## config.mk

```make
export PLATFORM = sky130hd
export DESIGN_NAME = pa_ahbl_mst_if
export DESIGN_NICKNAME = d
export VERILOG_FILES = /design/src/rtl/pa_ahbl_mst_if.sv
export SDC_FILE = /design/constraint.sdc
export NUM_CORES = 1
export LEC_CHECK = 0
export ABC_AREA = 1
export CAP_MARGIN = 40
export CORE_UTILIZATION = 23
export DETAILED_ROUTE_END_ITERATION = 6
export PLACE_DENSITY = 0.77
export SETUP_SLACK_MARGIN = 0.15
export SLEW_MARGIN = 20
export SYNTH_ARGS = -nofsm -noshare
export SYNTH_HDL_FRONTEND = slang
export SYNTH_SLANG_ARGS = --single-unit
```

## constraint.sdc

```tcl
create_clock -name ahbl_clk -period 1.4 [get_ports ahbl_clk]
set_input_delay 0.21 -clock ahbl_clk [delete_from_list [all_inputs] [get_ports ahbl_clk]]
set_output_delay 0.21 -clock ahbl_clk [all_outputs]
set_load 0.05 [all_outputs]
```

## src/rtl/pa_ahbl_mst_if.sv

```systemverilog
// AHB-Lite master port: converts BMU request/grant/complete handshakes into
// pipelined AHB-Lite address and data phases, with error and access-deny handling.
module pa_ahbl_mst_if #(
    parameter int unsigned DENY_LAT = 1
) (
    input  logic        ahbl_clk,
    input  logic        cpurst,
    input  logic        bmu_ahbl_xx_req,
    input  logic        bmu_ahbl_xx_req_dp,
    input  logic        bmu_ahbl_xx_acc_deny,
    input  logic [31:0] bmu_ahbl_xx_addr,
    input  logic [2:0]  bmu_ahbl_xx_burst,
    input  logic [3:0]  bmu_ahbl_xx_prot,
    input  logic        bmu_ahbl_xx_seq,
    input  logic [1:0]  bmu_ahbl_xx_size,
    input  logic [31:0] bmu_ahbl_xx_wdata,
    input  logic        bmu_ahbl_xx_write,
    output logic        ahbl_bmu_xx_grnt,
    output logic        ahbl_bmu_xx_trans_cmplt,
    output logic        ahbl_bmu_xx_acc_err,
    output logic [31:0] ahbl_bmu_xx_data,
    output logic [31:0] haddr,
    output logic [1:0]  htrans,
    output logic        hwrite,
    output logic [2:0]  hsize,
    output logic [2:0]  hburst,
    output logic [3:0]  hprot,
    output logic [31:0] hwdata,
    input  logic [31:0] hrdata,
    input  logic        hready,
    input  logic        hresp,
    output logic        ahbl_clk_en,
    output logic [1:0]  ahbl_dbginfo
);

    typedef enum logic [1:0] {
        IDLE = 2'b00,
        DATA = 2'b01,
        ERR  = 2'b10,
        DENY = 2'b11
    } state_t;

    state_t      state, state_nxt;
    logic        write_q;
    logic [31:0] wdata_q;
    logic [1:0]  cnt_q, cnt_nxt;

    logic addr_slot, addr_ok, drive, xfer_grnt, deny_grnt;
    logic cmplt, err;

    always_ff @(posedge ahbl_clk) begin
        if (cpurst) begin
            state   <= IDLE;
            write_q <= 1'b0;
            wdata_q <= '0;
            cnt_q   <= '0;
        end else begin
            state <= state_nxt;
            cnt_q <= cnt_nxt;
            if (xfer_grnt) begin
                write_q <= bmu_ahbl_xx_write;
                wdata_q <= bmu_ahbl_xx_wdata;
            end
        end
    end

    always_comb begin
        state_nxt = state;
        cnt_nxt   = cnt_q;
        cmplt     = 1'b0;
        err       = 1'b0;

        // An address phase may be presented in IDLE or in a healthy data phase.
        addr_slot = (state == IDLE) | ((state == DATA) & ~hresp);
        addr_ok   = hready & addr_slot;
        drive     = bmu_ahbl_xx_req & ~bmu_ahbl_xx_acc_deny & addr_slot;
        xfer_grnt = bmu_ahbl_xx_req & ~bmu_ahbl_xx_acc_deny & addr_ok;
        deny_grnt = bmu_ahbl_xx_req & bmu_ahbl_xx_acc_deny & hready & (state == IDLE);

        case (state)
            IDLE: begin
                if (xfer_grnt) begin
                    state_nxt = DATA;
                end else if (deny_grnt) begin
                    state_nxt = DENY;
                    cnt_nxt   = 2'(DENY_LAT - 1);
                end
            end
            DATA: begin
                if (hresp) begin
                    state_nxt = ERR;
                end else if (hready) begin
                    cmplt     = 1'b1;
                    state_nxt = xfer_grnt ? DATA : IDLE;
                end
            end
            ERR: begin
                // Second error cycle; a slave that never raises hready keeps us here.
                if (hready) begin
                    cmplt     = 1'b1;
                    err       = 1'b1;
                    state_nxt = IDLE;
                end
            end
            DENY: begin
                if (cnt_q == 2'd0) begin
                    cmplt     = 1'b1;
                    err       = 1'b1;
                    state_nxt = IDLE;
                end else begin
                    cnt_nxt = cnt_q - 2'd1;
                end
            end
            default: state_nxt = IDLE;
        endcase
    end

    always_comb begin
        ahbl_bmu_xx_grnt        = ~cpurst & (xfer_grnt | deny_grnt);
        ahbl_bmu_xx_trans_cmplt = ~cpurst & cmplt;
        ahbl_bmu_xx_acc_err     = ~cpurst & cmplt & err;
        ahbl_bmu_xx_data        = (~cpurst & cmplt & ~err & ~write_q) ? hrdata : '0;
        htrans = '0;
        haddr  = '0;
        hwrite = 1'b0;
        hsize  = '0;
        hburst = '0;
        hprot  = '0;
        if (drive & ~cpurst) begin
            htrans = {1'b1, bmu_ahbl_xx_seq};
            haddr  = bmu_ahbl_xx_addr;
            hwrite = bmu_ahbl_xx_write;
            hsize  = {1'b0, bmu_ahbl_xx_size};
            hburst = bmu_ahbl_xx_burst;
            hprot  = bmu_ahbl_xx_prot;
        end
        hwdata       = wdata_q;
        ahbl_clk_en  = ~cpurst & (bmu_ahbl_xx_req_dp | (state != IDLE));
        ahbl_dbginfo = state;
    end

endmodule

```

==> results.cfg <==
[pwr]
switchingPower_mw = 3.019
finalPower_mw = 6.998
leakagePower_nw = 3.130
p_int_mw = 3.979
seq_power_share = 0.192
combPwrFrac = 0.706
ir_worst_vdd_mv = 0.7862
pwr_density_cell_nw_per_um2 = 925.2
power_switching_share = 0.4314
clkPwrFrac = 0.103

[outcome]
outcome = complete, but fails checks
violations = setup timing

[cells_and_area]
drive_gt1_frac = 0.5342
fin_nets = 759
area_delta_synth_final_pct = 240.4
fillers = 510
final_cells = 775
final_cell_mix = buf_12 (122), inv_1 (114), clkdlybuf4s50_1 (110)
design_area_um2 = 7564
layout.cells.most_common = buf_12
post-route-util = 0.8147

[timing]
finalClockSkew_ps = 3.669
fmax_ghz = 0.4562
slew_violations = 0
hold_slack_ps = 484.8
rsz0062_at_grt = true
worst_pin_slew_ps = 647.2
post-route-period-util = 1.566
finalCriticalPeriod_ps = 2192
slew_headroom = 0.5685
setup_viol = 117
hold_violations = 0
setup_tns_ps = -62180
setup_slack_ps = -792.0

[critical_path]
startpoint_type = register
crit_required_ps = 1190
cpMaxStageDelayCell = dfxtp_4
crit_top_cell = nor2_4
crit_fanout = 6
slowest_delay_ps = 370
critPathKind = register to output port
endpoint_kind = output port
path_cells = buf_4, nand2_2, o22ai_4, nor2_2, nor2_4, nand3_4, bufbuf_16, nor2_4, buf_12
reg2regPathDepth = 9
arrival_ps = 1980

[floorplan]
dieArea_um2 = 10060
fp-row-count = 35
num_io_pins = 229
fp.coreArea_um2 = 9284
die_x_um = 100.3
start_util = 0.2394
fp.dieH_um = 100.3

[synthesis]
ys_types = 21
synth-seq-cells = 37
syn_inst = 364
synth-warning-count = 0
synth_top_area_share = 0.3333
synth_top_cells_by_area = dfxtp_1 (33%), inv_1 (21%), nor2_1 (10%)
avgSynthCellArea_um2 = 6.105
synth_top_cell_by_area = dfxtp_1
syn_area_um2 = 2222
yosysSeqAreaShare = 0.3333
synth.net_count = 479

[grt]
grt_pass1_wl_mm = 17.11
antenna_found_initial = 2
grt_usage = 0.2187
grt_max_degree = 42
overflow = 0
grt_pass1_vias = 3365

[clocking]
cts_root_buffer = clkbuf_8
clock_sinks = 37
cts-htree-levels = 2
numCtsBuffers = 5
clkLatencyLatePin_ps = 280
cts_max_path_buffers = 2
cts_tree = yes
clkTransAtPathRegs_ps = 70

[detailed_routing]
wl_per_cell_um = 17.25
via_per_inst = 4.448
wl_mm = 13.37
ant_nets = 0
num_vias = 3447
first_pass_iters = 4
drc = 0
dr.first_iter.drc_count = 86

[place]
dpl_worst_slack_ps = -825.5
placed_cell_area_um2 = 6506
place_congestion = 0.8822
dp_cells = 732
port_buffers = 227
dp_hpwl_mm = 8.641

[run]
maxCapViolations = 0

[worst_hold_path]
hp-class = register to register
hold_depth = 2
[layer usage]
| metal | vias to the layer above | part of all wire | track usage |
|---|---|---|---|
| li1 | 1614 | - | - |
| met1 | 1604 | 0.31 | 0.2132 |
| met2 | 182 | 0.57 | 0.4204 |
| met3 | 47 | 0.072 | 0.06476 |
| met4 | 0 | 0.046 | 0.1003 |
| met5 | - | 0 | 0 |
[worst paths after layout]
kind                              to  slack [ps]                          from
max reg2reg   hwdata[7]$_SDFFE_PP0N_        -280  ahbl_dbginfo[0]$_SDFFE_PP0P_
max             ahbl_bmu_xx_data[18]        -790  ahbl_dbginfo[1]$_SDFFE_PP0P_
min reg2reg  hwdata[22]$_SDFFE_PP0N_         480       hwdata[22]$_SDFFE_PP0N_
min          hwdata[22]$_SDFFE_PP0N_         480       hwdata[22]$_SDFFE_PP0N_
[registers in the layout (all words and copies together) (netlist names)]
register / cells
ahbl_dbginfo: 2
cnt_q: 2
hwdata: 32
write_q: 1
[critical path, delay by kind of cell, from the launching register on]
family | cells | cell delay, ps
AND/OR/NAND/NOR | 5 | 530
AO/OA/AOI/OAI | 1 | 210
flip-flops | 1 | 370
buffers and inverters | 3 | 580
[area by class of cell]
class | instances | area (µm²) | share of cell area
Antenna cell | 2 | 5.005 | 0.0006617
Clock buffer | 6 | 72.57 | 0.009595
Clock inverter | 1 | 8.758 | 0.001158
Inverter | 122 | 469.2 | 0.06203
Multi-Input combinational cell | 187 | 1810 | 0.2394
Sequential cell | 37 | 750.7 | 0.09926
Tap cell | 129 | 161.4 | 0.02134
Timing Repair Buffer | 291 | 4285 | 0.5666
[Yosys cell counts, drive strengths merged]
master,number
nand4,1
inv,122
clkbuf,11
conb,1
nor3,3
o22ai,1
a211oi,1
a21oi,37
buf,7
dfxtp,37
nor2,91
nand3,8
ha,1
o21ai,33
nand2,8
a31oi,2
[what timing repair did]
item                       in CTS  in global routing
cloned                          4                 10
setup buffers                  12                  8
setup endpoints to repair     116                118
hold buffers                    0                  0
gates resized for setup        67                 96
pin swaps                      12                 20
[cell families after synthesis]
group / after synthesis / synth area share
flops: 37 / 0.3333
fa+ha+maj: 1 / 0.005630
buf+inv: 140 / 0.2500
compound gates: 74 / 0.1695
other cells: 1 / 0.001688
simple gates: 111 / 0.2399
[power groups by stage]
stage          registers (mW)  clock network [mW]  logic [mW]
5_1_grt                  1.36               0.799        5.11
3_5_place_dp             1.36                   0        3.90
3_3_place_gp             1.35                   0        3.81
6_report                 1.34               0.718        4.94
4_1_cts                  1.33               0.759        4.41
2_1_floorplan            1.70                   0        1.57
Note: power is estimated with default switching activity, not from simulation.
